[src/rtl/nh_window_gen_pkg.sv]
// Shared constants for the 3x3 neighbourhood generator feeding max_pool.
// Defaults mirror the CNN feature-map configuration.
package nh_window_gen_pkg;
  localparam int CNN_NN_WIDTH = 16;
  localparam int NH_K         = 3;
  localparam int FM_W         = 8;
  localparam int FM_H         = 8;
endpackage

[src/rtl/nh_window_gen_line_buffer.sv]
// One feature-map row store, read-before-write: dout shows the old entry at addr
// during the cycle in which en overwrites it.
module nh_line_buffer #(
  parameter int WIDTH = 16,
  parameter int DEPTH = 8
) (
  input  logic                     clk,
  input  logic                     en,
  input  logic [$clog2(DEPTH)-1:0] addr,
  input  logic [WIDTH-1:0]         din,
  output logic [WIDTH-1:0]         dout
);

  logic [WIDTH-1:0] mem [DEPTH];

  assign dout = mem[addr];

  always_ff @(posedge clk) begin
    if (en) begin
      mem[addr] <= din;
    end
  end

endmodule

[src/rtl/nh_window_gen.sv]
// Streaming 3x3 neighbourhood generator: row-major FP16 pixels in, stride-decimated
// 3x3 windows out, packed row-major with the top-left pixel in the MSBs.
module nh_window_gen
  import nh_window_gen_pkg::*;
#(
  parameter int NN_WIDTH = CNN_NN_WIDTH,
  parameter int IMG_W    = FM_W,
  parameter int IMG_H    = FM_H,
  parameter int STRIDE   = 2
) (
  input  logic                            clk,
  input  logic                            reset,
  input  logic                            ena,
  input  logic [NN_WIDTH-1:0]             pix_in,
  input  logic                            pix_valid,
  output logic                            pix_ready,
  output logic [NH_K*NH_K*NN_WIDTH-1:0]   nh_vector,
  output logic                            nh_valid,
  input  logic                            nh_ready,
  output logic                            nh_last
);

  localparam int CW = $clog2(IMG_W);
  localparam int RW = $clog2(IMG_H);
  localparam int PW = (STRIDE > 1) ? $clog2(STRIDE) : 1;

  logic [CW-1:0]       col;
  logic [RW-1:0]       row;
  logic [PW-1:0]       col_ph;
  logic [PW-1:0]       row_ph;
  logic                accept;
  logic                emit;
  logic                col_end;
  logic                row_end;
  logic [NN_WIDTH-1:0] lb0_dout;
  logic [NN_WIDTH-1:0] lb1_dout;
  logic [NN_WIDTH-1:0] col_new [NH_K];
  // Only the two older window columns are stored; the newest column is the live input.
  logic [NN_WIDTH-1:0] win_q [NH_K][NH_K-1];
  logic [NH_K*NH_K*NN_WIDTH-1:0] win_next;

  // Handshake: a pixel moves on ena && pix_valid && pix_ready, a window moves on
  // ena && nh_valid && nh_ready; pix_ready depends combinationally on nh_ready.
  assign pix_ready = ena && !reset && (!nh_valid || nh_ready);
  assign accept    = pix_valid && pix_ready;
  assign col_end   = (col == CW'(IMG_W - 1));
  assign row_end   = (row == RW'(IMG_H - 1));
  assign emit      = (row >= RW'(2)) && (col >= CW'(2)) && (row_ph == '0) && (col_ph == '0);

  nh_line_buffer #(.WIDTH(NN_WIDTH), .DEPTH(IMG_W)) u_lb1 (
    .clk  (clk),
    .en   (accept),
    .addr (col),
    .din  (pix_in),
    .dout (lb1_dout)
  );

  nh_line_buffer #(.WIDTH(NN_WIDTH), .DEPTH(IMG_W)) u_lb0 (
    .clk  (clk),
    .en   (accept),
    .addr (col),
    .din  (lb1_dout),
    .dout (lb0_dout)
  );

  always_comb begin
    col_new[0] = lb0_dout;
    col_new[1] = lb1_dout;
    col_new[2] = pix_in;
    win_next   = '0;
    for (int i = 0; i < NH_K; i++) begin
      for (int j = 0; j < NH_K; j++) begin
        win_next[(NH_K*NH_K-1-(i*NH_K+j))*NN_WIDTH +: NN_WIDTH] =
          (j < NH_K-1) ? win_q[i][j] : col_new[i];
      end
    end
  end

  // Phase counters hold (col-2) mod STRIDE and (row-2) mod STRIDE for the next pixel.
  always_ff @(posedge clk or posedge reset) begin
    if (reset) begin
      col    <= '0;
      row    <= '0;
      col_ph <= '0;
      row_ph <= '0;
    end else if (accept) begin
      if (col_end) begin
        col    <= '0;
        col_ph <= '0;
        if (row_end) begin
          row    <= '0;
          row_ph <= '0;
        end else begin
          row <= row + RW'(1);
          if (row >= RW'(2)) begin
            row_ph <= (row_ph == PW'(STRIDE - 1)) ? '0 : row_ph + PW'(1);
          end else begin
            row_ph <= '0;
          end
        end
      end else begin
        col <= col + CW'(1);
        if (col >= CW'(2)) begin
          col_ph <= (col_ph == PW'(STRIDE - 1)) ? '0 : col_ph + PW'(1);
        end else begin
          col_ph <= '0;
        end
      end
    end
  end

  always_ff @(posedge clk or posedge reset) begin
    if (reset) begin
      for (int i = 0; i < NH_K; i++) begin
        for (int j = 0; j < NH_K-1; j++) begin
          win_q[i][j] <= '0;
        end
      end
    end else if (accept) begin
      for (int i = 0; i < NH_K; i++) begin
        win_q[i][0] <= win_q[i][1];
        win_q[i][1] <= col_new[i];
      end
    end
  end

  // A new emission can only coincide with a hand-off, never overwrite a held window.
  always_ff @(posedge clk or posedge reset) begin
    if (reset) begin
      nh_valid  <= 1'b0;
      nh_last   <= 1'b0;
      nh_vector <= '0;
    end else if (accept && emit) begin
      nh_valid  <= 1'b1;
      nh_last   <= col_end && row_end;
      nh_vector <= win_next;
    end else if (ena && nh_ready) begin
      nh_valid <= 1'b0;
    end
  end

endmodule

[config.mk]
export PLATFORM = sky130hd
export DESIGN_NAME = nh_window_gen
export DESIGN_NICKNAME = d
export VERILOG_FILES = /design/src/rtl/nh_window_gen_pkg.sv /design/src/rtl/nh_window_gen_line_buffer.sv /design/src/rtl/nh_window_gen.sv
export SDC_FILE = /design/constraint.sdc
export NUM_CORES = 1
export LEC_CHECK = 0
export ABC_AREA = 1
export CAP_MARGIN = 10
export CORE_UTILIZATION = 60
export CTS_CLUSTER_DIAMETER = 200
export DETAILED_ROUTE_END_ITERATION = 8
export PLACE_DENSITY = 0.82
export SLEW_MARGIN = 20
export SYNTH_ARGS = -nofsm -noshare
export SYNTH_HDL_FRONTEND = slang
export SYNTH_SLANG_ARGS = --single-unit
[constraint.sdc]
create_clock -name clk -period 19.2 [get_ports clk]
set_input_delay 3.84 -clock clk [delete_from_list [all_inputs] [get_ports clk]]
set_output_delay 3.84 -clock clk [all_outputs]
set_load 0.05 [all_outputs]
# Word-level counts from Yosys, hierarchy flattened
# Memories as Yosys holds them, arrays and structs flattened.
# Index checks and enable logic that the tools add are counted.
dict set report op_classes {
  addsub 4
  order_cmp 2
  n_eq_ne 2
  n_mux 12
  n_bitwise 2
  n_reduce_logical 14
}
# operator n
set op_table {}
lappend op_table {{$mux 1} 10}
lappend op_table {{$logic_and 1x1->1} 9}
lappend op_table {{$add 3x1->3 const B} 2}
lappend op_table {{$eq 3x3->1 const B} 2}
lappend op_table {{$ge 3x2->1 const B} 2}
lappend op_table {{$mux 3} 2}
lappend op_table {{$add 1x1->1 const B} 2}
lappend op_table {{$logic_not 1->1} 2}
lappend op_table {{$not 1->1} 2}
lappend op_table {{$reduce_and 2->1} 1}
lappend op_table {{$reduce_bool 2->1} 1}
lappend op_table {{$logic_or 1x1->1} 1}
dict set report totals {
  reg_bits 250
  mem_bits_rw 256
  out_inout_bits 147
  word_cells 51
  n_memories 2
}
# memory depth word_bits read_ports rd_ports_with_merged_regs write_ports line_no
set mem_list {}
lappend mem_list {u_lb0.mem 8 16 1 0 1 nh_window_gen_line_buffer.sv:14} ;# logic [WIDTH-1:0] mem [DEPTH];
lappend mem_list {u_lb1.mem 8 16 1 0 1 nh_window_gen_line_buffer.sv:14}

# Depth between registers and ports, before layout
# Gate-level depths: netlist (run 1).
dict set report logic_depth {
  ltp_word 6
  mapped_depth 11
  mapped_depth_nobuf 9
}

# Modules after synthesis
# A second synthesis (run 1) with hierarchy kept.
dict set report unflattened {
  cells_unflattened 2127
  hier_area_um2 20742.4
}
# mod n_inst cells_per_inst area_each_um2
set modules_own_cells {}
lappend modules_own_cells {nh_line_buffer 2 532 5441.5}
lappend modules_own_cells {nh_window_gen 1 1063 9859.5}

# Worst setup path before layout (run 1)
# No wires, ideal clock.
dict set report synth_timing {
  kind {input to output}
  start {input ena}
  end {output pix_ready}
  t_arrival_ns 4.331
  t_required_ns 15.360
  slack_ns 11.029
  stages 4
  cell_sequence {inv_1 > nor2_1 > nand2_1 > inv_1}
}
dict set report synth_via {
  elab_chain_cells 2
}
# element line_no
set synth_rtl {}
lappend synth_rtl {{from (decl)} nh_window_gen.sv:13} ;# input logic ena,
lappend synth_rtl {{$logic_and 1x1->1 (2 in a row)} nh_window_gen.sv:44} ;# assign pix_ready = ena && !reset && (!nh_valid || nh_ready);
lappend synth_rtl {{to (decl)} nh_window_gen.sv:16} ;# output logic pix_ready,
# No other way between the ends.

# Final worst setup path (run 1)
dict set report layout_timing {
  start {input reset}
  end {output pix_ready}
}
dict set report layout_via {
  elab_chain_cells 3
}
# element line_no
set layout_rtl {}
lappend layout_rtl {{from (decl)} nh_window_gen.sv:12} ;# input logic reset,
lappend layout_rtl {{$logic_not 1->1 (no line)} n/a}
lappend layout_rtl {{$logic_and 1x1->1 (2 in a row)} nh_window_gen.sv:44}
# No other way between the ends.

==> implementation parameters, run 1 <==
Parameter                              Value

Layout
  Commonest non-fill, non-tap cells in the layout    nand2_1 (839), inv_1 (396), edfxtp_1 (256)
  Signed area change from the synthesized netlist to the final layout    17.92%
  Fraction of layout cells with a size suffix above 1    4.896%
  Post-Layout Cell Count    2756
  Area taken by multi-input logic gates    0.004691 mm²
  Most frequent standard cell in the layout excluding fill and tap cells    nand2_1
  Layout net count    2297
  Final Core Density    a little under three quarters
  Final-layout fill cell count    2211
  Diode count    0
  Final non-filler cell area    between 0.02 and 0.025 mm²
  Register cell area after layout    0.01395 mm²

Clock network
  H-tree depth    2
  Number of buffers created by CTS    49
  Num Clock Sinks    506
  Hold-fix buffer count after cts    0
  Clock slew seen by the registers of the worst setup and hold paths    roughly 0.060 ns
  Clock latency reported for the late side of the worst-skew pair    0.57 ns
  Setup Buffers After CTS    0
  PostCTS Resize Cnt    0
  Clk root buf    clkbuf_16
  CTS tree    built
  Number of buffers on the longest clock path    3

Power and ir drop
  Standby leakage power    0.01164 µW
  Power per cell area    between 150 and 200 mW/mm²
  Post-layout power    4023 µW
  Maximum vdd ir drop    about 0.00013 V

Die
  Chip Height    186.9 µm
  DIE WIDTH    186.9 µm
  Core Region    0.03362 mm²
  Number of cell rows    67
  Starting utilization of the core area    60.99%
  Die footprint    0.03491 mm²
  I/O pin total    168

Placement
  Last weighted congestion value of the routability-driven placer    0.7783
  Placement Cell Area    0.02251 mm²
  Cell Count Post-Placement    around 2700
  HPWL after DPL    27940 µm
  I/O Buffers    167

Detailed routing
  Total iterations of the first detailed-routing run    5
  Number of remaining DRC errors    0
  Mean number of vias per cell    5.286
  Antenna Nets Post-Route    0
  Initial detailed-routing violation count    about 1300
  DRT Wirelength    between 40000 and 50000 µm
  Total number of vias    between 10000 and 15000
  Drt wl/cell    17.14 µm

Critical path
  Most frequent cell on the critical path    clkdlybuf4s50_1
  CP endpoint kind    output pin
  Start-to-end type of the worst setup path    input port to output pin
  Top fanout value on the critical path    2
  Crit path required time    15.36 ns
  Cell-by-cell trace of the critical path    clkdlybuf4s50_1 -> nor2_1 -> nand2_1 -> inv_1 -> clkdlybuf4s50_1
  Delay of the slowest cell on the worst path    0.79 ns
  Critical path arrival    approximately 5.6 ns
  Library cell contributing the largest single delay on the critical path    clkdlybuf4s50_1
  Worst Setup Start Kind    input port

STA
  Final period util    49.01%
  Final number of hold-violating endpoints    0
  Final period demand of the worst path    roughly 9.4 ns
  Setup Viol. Count Final    0
  Final sum of negative setup slack    0 ns
  Total count of max-transition violations in the final report    0
  Maximum clock rate    106.3 MHz
  Worst slew margin relative to its limit    about 27%
  Unrepaired setup endpoints after global routing    false
  Largest clock skew in the final design    0.01679 ns
  Worst-Margin Slew    1.092 ns

Yosys
  Post-Synthesis Cells    2127
  Xor-xnor portion of the synthesized cell area    0%
  Total of flip-flops plus latches after synthesis    506
  Post-Synthesis Mean Instance Area    between 9 and 10 µm²
  Post-synthesis net count    2154
  Synth Area in Simple Gates    18.91%
  Cell area after technology mapping    0.02050 mm²
  Post-Synth Adder-Cell Area    0.3662%
  Total of warnings raised by yosys    0
  Sequential cell area fraction in the yosys report    between 60 and 70%
  Number of distinct standard cells referenced by the synthesized netlist    16
  Combinational family with the most area after synthesis    simple AND/OR/NAND/NOR gates
  Share of synthesized area spent on multiplexers    0%
  Synthesized-area fraction occupied by ao, oa, aoi and oai cells    3.363%

Global routing
  Global-route usage over all layers    27.92%
  Grt ovf    0
  Number of antenna violations at the first check in global routing    0
  Largest net degree at the start of global routing    approximately 160
  First-pass GRT wire length    76280 µm
  Vias in the first global route    ~15000

Flow run
  Total of max-cap violations    0

Run status
  Outcome    finished, final reports clean

Hold path
  Worst min path class    flip-flop to flip-flop
## registers in the layout (all words and copies together) (netlist names)
register,count
col,3
col_ph,1
nh_last,1
nh_valid,1
nh_vector,144
row,3
row_ph,1
u_lb0.mem,128
u_lb1.mem,128
win_next,96
## path summary, 6_finish.rpt
kind / startpoint / to / slack, ns / depth (start not counted)
min: win_next[35] / nh_vector[35] / 0.47 / 2
max in group asynchronous: reset / nh_vector[13] / 14.06 / 3
max: reset / pix_ready / 9.79 / 5
max reg2reg: nh_valid / nh_vector[24] / 14.98 / 7
min in group asynchronous: reset / nh_vector[70] / 3.79 / 2
min reg2reg: win_next[35] / nh_vector[35] / 0.47 / 2
## critical path: cells and delay by family
family | cells | cell delay, ns
buffers and inverters | 3 | 1.37
and+or+nand+nor | 2 | 0.36
## cell usage after synthesis
| cell type | count | area share (%) |
|---|---|---|
| nand2_1 | 839 | 15 |
| buf_1 | 8 | 0.15 |
| o21ai_1 | 56 | 1.4 |
| a21oi_1 | 1 | 0.024 |
| nor2_2 | 4 | 0.12 |
| edfxtp_1 | 256 | 37 |
| inv_1 | 397 | 7.3 |
| a21oi_2 | 1 | 0.043 |
| dfrtp_1 | 250 | 31 |
| clkbuf_1 | 28 | 0.51 |
| inv_2 | 2 | 0.037 |
| ha_1 | 6 | 0.37 |
| buf_2 | 57 | 1.4 |
| o21ai_0 | 79 | 1.9 |
| nor2_1 | 11 | 0.20 |
| nand3_1 | 132 | 3.2 |
## per-stage QoR
stage | worst slack (ns) | hold WS (ns)
after floorplan | 8.488 | 0.4422
after global placement | 9.796 | 0.4511
after detailed placement | 9.795 | 0.4558
after CTS | 9.794 | 0.4661
after global routing | 9.754 | 0.4862
final | 9.791 | 0.4670
## report_power, final
part | leakage, µW | internal (µW) | switching [µW]
clock | 0.000804 | 569 | 405
sequential | 0.00558 | 1440 | 144
combinational | 0.00526 | 397 | 1060
total | 0.0116 | 2410 | 1610
## layout make-up
class                           count  share of cell area [%]
Multi-Input combinational cell   1129                   19.40
Clock inverter                     27                   1.221
Inverter                          399                   6.252
Sequential cell                   506                   57.69
Timing Repair Buffer              185                   7.504
Clock buffer                       62                   5.610
Tap cell                          448                   2.319
## logic make-up (layout without fill, tap and decap cells)
kind of cell | after synthesis | count (layout)
and+or+nand+nor | 986 | 986
DFF | 506 | 506
buffers and inverters | 492 | 673
AOI/OAI and AO/OA | 137 | 137
adders and majority gates | 6 | 6
## per-layer routing
metal	GRT usage, %	wire length (µm)
met3	5.084	3716
met4	13.90	2230
met5	0	0
met2	48.05	23750
met1	34.05	17550
No activity file was read; power rests on OpenSTA's default activity.
==> run 2: changes to the inputs <==
Settings changed: CORE_UTILIZATION 60 to 58, PLACE_DENSITY 0.82 to 0.8.
Clock period 19.2 ns to 8.83 ns, I/O delays scaled along.
==> implementation parameters, run 2 (synthesized netlist as in run 1, its figures left out) <==
Parameter                              Value

Run status
  Outcome    finished, final reports clean

Die
  I/O pin total    168
  Number of cell rows    68
  DIE WIDTH    between 150 and 200 µm
  Starting utilization of the core area    59.21%
  Chip Height    190.0 µm
  Core Region    between 0.03 and 0.04 mm²
  Die footprint    0.03610 mm²

Detailed routing
  Met3 wire len    approximately 3200 µm
  Total number of vias    14460
  Met2 layer wire length in the routed design    23820 µm
  Initial detailed-routing violation count    1339
  Highest signal layer in the routed design    met4
  Antenna Nets Post-Route    0
  Mean number of vias per cell    5.228
  Drt wl/cell    around 17 µm
  Wire length on met1    ~18000 µm
  Total iterations of the first detailed-routing run    6
  Number of remaining DRC errors    0
  DRT Wirelength    ~47000 µm

STA
  Final sum of negative setup slack    0 ns
  Setup Viol. Count Final    0
  Final period demand of the worst path    5.518 ns
  Worst-Margin Slew    1.117 ns
  Maximum clock rate    about 180 MHz
  Worst hold slack    between 0.4 and 0.5 ns
  Largest clock skew in the final design    0.02147 ns
  Unrepaired setup endpoints after global routing    false
  Total count of max-transition violations in the final report    0
  Final period util    62.50%
  Final number of hold-violating endpoints    0
  Worst slew margin relative to its limit    around 25%

Layout
  Layout net count    2297
  Most flop-heavy register    nh_vector
  Commonest non-fill, non-tap cells in the layout    nand2_1 (839), inv_1 (396), edfxtp_1 (256)
  Leading registers by flop count    nh_vector: 144 flops, u_lb0.mem: 128 flops, u_lb1.mem: 128 flops
  Diode count    0
  Most frequent standard cell in the layout excluding fill and tap cells    nand2_1
  Signed area change from the synthesized netlist to the final layout    18.04%
  Fraction of layout cells with a size suffix above 1    about 5.2%
  Number of flip-flops in the largest register    around 140

Clock network
  Clock slew seen by the registers of the worst setup and hold paths    ~0.060 ns
  Clock latency reported for the late side of the worst-skew pair    around 0.57 ns
  Setup Buffers After CTS    0
  Clk root buf    clkbuf_16
  Num Clock Sinks    just over 500
  Hold-fix buffer count after cts    0
  Number of buffers created by CTS    49
  PostCTS Resize Cnt    0
  Number of buffers on the longest clock path    3
  CTS tree    built
  H-tree depth    2

Placement
  I/O Buffers    167
  HPWL after DPL    28000 µm
  Last weighted congestion value of the routability-driven placer    0.8013

Global routing
  Global-route usage over all layers    27.02%
  Number of antenna violations at the first check in global routing    0
  Grt ovf    0
  Largest net degree at the start of global routing    138
  Vias in the first global route    14430
  First-pass GRT wire length    ~75000 µm

Flow run
  Total of max-cap violations    0

Critical path
  Start-to-end type of the worst setup path    input port to flip-flop
  Startpoint of the most critical register-to-register path    col[0]
  Worst Setup Start Kind    input port
  Crit path required time    9.23 ns
  CP endpoint kind    flip-flop
  Top fanout value on the critical path    110
  Cells on worst reg2reg path    9
  Worst r2r dst    nh_vector[12]
  Worst reg-to-reg setup slack    4.72 ns
  Critical path arrival    5.92 ns

Power and ir drop
  Power per cell area    362.0 mW/mm²
  Maximum vdd ir drop    0.0003709 V
  Standby leakage power    0.01166 µW

Hold path
  Worst min path class    flip-flop to flip-flop
  Hold endpoint    nh_vector[128]
  Critical hold path startpoint    win_next[128]
  Worst hold path stage count    2
==> run 2: cell types whose count changed in the layout (fill, tap and decap cells not counted) <==
cell      delta
inv_6        +2
inv_8        +1
nor2_4       +2
nor2_2       -2
clkinv_1     -4
buf_4        +1
clkbuf_8     -1
clkinv_4     -2
clkinv_8     -1
clkinv_2     +7
buf_6        -2
buf_12       +1
==> run 2: layout make-up <==
cell class,instances,area [µm²]
clock buffers,61,1343
clock inverters,30,315.3
fillers,2370,10430
inverters,399,1506
multi-input cells,1129,4701
flip-flops and latches,506,13950
well taps,455,569.3
repair buffers,185,1819
==> run 2: power breakdown <==
group | internal, µW | total [µW] | switching [µW] | leakage [µW]
clock network | 1230 | 2130 | 896 | 0.000819
logic | 862 | 3160 | 2300 | 0.00526
registers | 3140 | 3480 | 336 | 0.00558
total | 5230 | 8760 | 3530 | 0.0117
==> run 2: worst max path at each step <==
stage | from | end | cells after the start
after floorplan | reset | col[0] | 1
after global placement | reset | nh_vector[8] | 8
after CTS | reset | nh_vector[7] | 8
after detailed placement | reset | nh_vector[12] | 8
final | reset | nh_vector[7] | 9
after global routing | reset | nh_vector[12] | 9
==> run 2: through the flow <==
stage          setup WS [ns]  power (µW)  util, %  cell area, µm²  cells
6_report               3.312        8762    69.89           24200   2765
5_1_grt                2.904        9166    69.89           24200   2765
4_1_cts                3.081        8779    69.83           24180   2764
3_5_place_dp           2.500        6635    65.04           22520   2673
3_3_place_gp           2.666        6538    65.04           22520   2673
2_1_floorplan         0.1924        5450        -           20500   2127
==> run 2: worst max-delay path, stage by stage <==
cell and delay, ns:
clkdlybuf4s50_1 0.51, nor2_1 0.27, nand3_4 0.63, inv_2 0.84, nand3_4 0.65, buf_12 0.41, buf_4 0.42, nand2_1 0.18
o21ai_0 0.10
==> run 2: metal layers <==
metal | global-route usage [%] | vias to the layer above
met1 | 34.68 | 6978
met4 | 12.47 | 0
met3 | 4.243 | 123
met5 | 0 | -
met2 | 45.37 | 563
li1 | - | 6792
==> run 3: changes to the inputs <==
Settings changed: CORE_UTILIZATION 58 to 52, PLACE_DENSITY 0.8 to 0.75.
Clock period 8.83 ns to 4.4 ns, I/O delays scaled along.
==> implementation parameters, run 3 (synthesized netlist as in run 1, its figures left out) <==
Parameter                              Value

Critical path
  Start-to-end type of the worst setup path    input port to output pin
  CP endpoint kind    output pin
  Top fanout value on the critical path    2
  Cell class contributing the biggest share of worst-path delay    buffers and inverters
  Number of gates on the worst path with buffers counted    6
  Cell-by-cell trace of the critical path    clkdlybuf4s50_1 -> inv_1 -> nor2_1 -> nand2_1 -> inv_1 -> clkdlybuf4s50_1
  Startpoint of the most critical register-to-register path    col[0]
  Worst reg-to-reg setup slack    1.10 ns
  Worst Setup Start Kind    input port
  Number of buffer and inverter instances along the worst setup path    4
  Critical path arrival    2.51 ns
  Delay of the slowest cell on the worst path    0.79 ns
  Library cell contributing the largest single delay on the critical path    clkdlybuf4s50_1
  Worst setup startpoint    ena
  Cells on worst reg2reg path    7
  Crit path required time    3.52 ns
  Worst r2r dst    nh_vector[0]

STA
  Worst-Margin Slew    about 0.98 ns
  Final period util    76.94%
  Worst slew margin relative to its limit    34.25%
  Final period demand of the worst path    3.385 ns
  Worst setup margin    1.015 ns
  Final number of hold-violating endpoints    0
  Final sum of negative setup slack    0 ns
  Unrepaired setup endpoints after global routing    false
  Maximum clock rate    295.4 MHz
  Total count of max-transition violations in the final report    0
  Largest clock skew in the final design    just under 0.03 ns
  Setup Viol. Count Final    0

Global routing
  Global-route usage over all layers    23.53%
  Largest net degree at the start of global routing    roughly 160
  First-pass GRT wire length    75310 µm
  Vias in the first global route    about 14000
  Grt ovf    0
  Number of antenna violations at the first check in global routing    0

Layout
  Commonest non-fill, non-tap cells in the layout    nand2_1 (839), inv_1 (395), edfxtp_1 (256)
  Final non-filler cell area    ~0.024 mm²
  Diode count    0
  Leading registers by flop count    nh_vector: 144 flops, u_lb0.mem: 128 flops, u_lb1.mem: 128 flops
  Final Core Density    62.65%
  Signed area change from the synthesized netlist to the final layout    18.37%
  Most flop-heavy register    nh_vector
  Fraction of layout cells with a size suffix above 1    4.881%
  Most frequent standard cell in the layout excluding fill and tap cells    nand2_1
  Layout net count    roughly 2300
  Number of flip-flops in the largest register    144

Detailed routing
  Antenna Nets Post-Route    0
  Total iterations of the first detailed-routing run    5
  Drt wl/cell    16.27 µm
  Number of remaining DRC errors    0
  Total number of vias    ~14000
  Initial detailed-routing violation count    1094
  Mean number of vias per cell    roughly 5
  DRT Wirelength    46090 µm

Placement
  HPWL after DPL    approximately 28000 µm
  I/O Buffers    167
  DP Worst Slack    0.8901 ns
  Placement Cell Area    0.02273 mm²
  Last weighted congestion value of the routability-driven placer    about 0.8

Clock network
  Number of buffers created by CTS    50
  Hold-fix buffer count after cts    0
  PostCTS Resize Cnt    0
  Clock latency reported for the late side of the worst-skew pair    roughly 0.58 ns
  H-tree depth    2
  CTS tree    built
  Clk root buf    clkbuf_16
  Num Clock Sinks    506
  Setup Buffers After CTS    0
  Clock slew seen by the registers of the worst setup and hold paths    ~0.060 ns
  Number of buffers on the longest clock path    3

Hold path
  Critical hold path startpoint    win_next[82]
  Hold endpoint    nh_vector[82]
  Worst min path class    flip-flop to flip-flop
  Worst hold path stage count    2

Die
  Number of cell rows    72
  Chip Height    between 200 and 250 µm
  Die footprint    0.04022 mm²
  I/O pin total    168
  DIE WIDTH    200.6 µm
  Starting utilization of the core area    52.93%
  Core Region    between 0.03 and 0.04 mm²

Run status
  Outcome    finished, final reports clean

Power and ir drop
  Standby leakage power    0.01163 µW
  Power per cell area    709.2 mW/mm²
  Post-layout power    17210 µW
  Maximum vdd ir drop    0.0006310 V

Flow run
  Total of max-cap violations    0
==> run 3: cell types whose count changed in the layout (fill, tap and decap cells not counted), moves of 2 or more <==
| cell | delta |
|---|---|
| clkinv_2 | -9 |
| clkbuf_1 | +8 |
| buf_12 | +5 |
| bufinv_16 | -5 |
| clkinv_1 | +4 |
| clkbuf_8 | +3 |
| inv_6 | -3 |
| buf_4 | +2 |
| clkinv_8 | +2 |
==> run 3: final cells by class <==
| class | count | area (µm²) |
|---|---|---|
| well taps | 518 | 648.1 |
| multi-input cells | 1129 | 4701 |
| inverters | 399 | 1503 |
| clock buffers | 73 | 1439 |
| fillers | 3029 | 14470 |
| clock inverters | 16 | 96.34 |
| flip-flops and latches | 506 | 13950 |
| repair buffers | 192 | 1934 |
==> run 3: routing by layer <==
layer	share of wire (%)	wire length, µm	global-route usage (%)
met3	6.0	2782	3.815
met1	40	18560	30.11
met5	0	0	0
met4	3.3	1502	8.724
met2	50	23250	40.50
==> run 3: how the worst max path moves through the flow <==
stage / end / slack (ns)
2_1_floorplan: col[0] / 0.23
6_report: pix_ready / 1.01
3_3_place_gp: pix_ready / 0.97
3_5_place_dp: row[1] / 0.89
5_1_grt: nh_vector[16] / 0.87
4_1_cts: pix_ready / 1.02
==> run 3: worst register-to-register path, cell delays in order, from the launching register on <==
cell,delay (ns)
dfrtp_4,0.75
clkinv_2,0.77
ha_1,0.52
inv_1,0.07
a21oi_2,0.08
nand3_4,0.15
buf_12,0.47
o21ai_0,0.32
==> run 3: stage by stage <==
step / std cells / hold slack, ns
6_report: 2833 / 0.4618
5_1_grt: 2833 / 0.4903
4_1_cts: 2833 / 0.4562
3_5_place_dp: 2744 / 0.4563
3_3_place_gp: 2744 / 0.4515
2_1_floorplan: 2127 / 0.4422
==> run 3: power by group <==
part / total (µW) / internal (µW) / switching [µW]
combinational: 6280 / 1740 / 4540
clock: 3990 / 2260 / 1730
sequential: 6950 / 6300 / 643
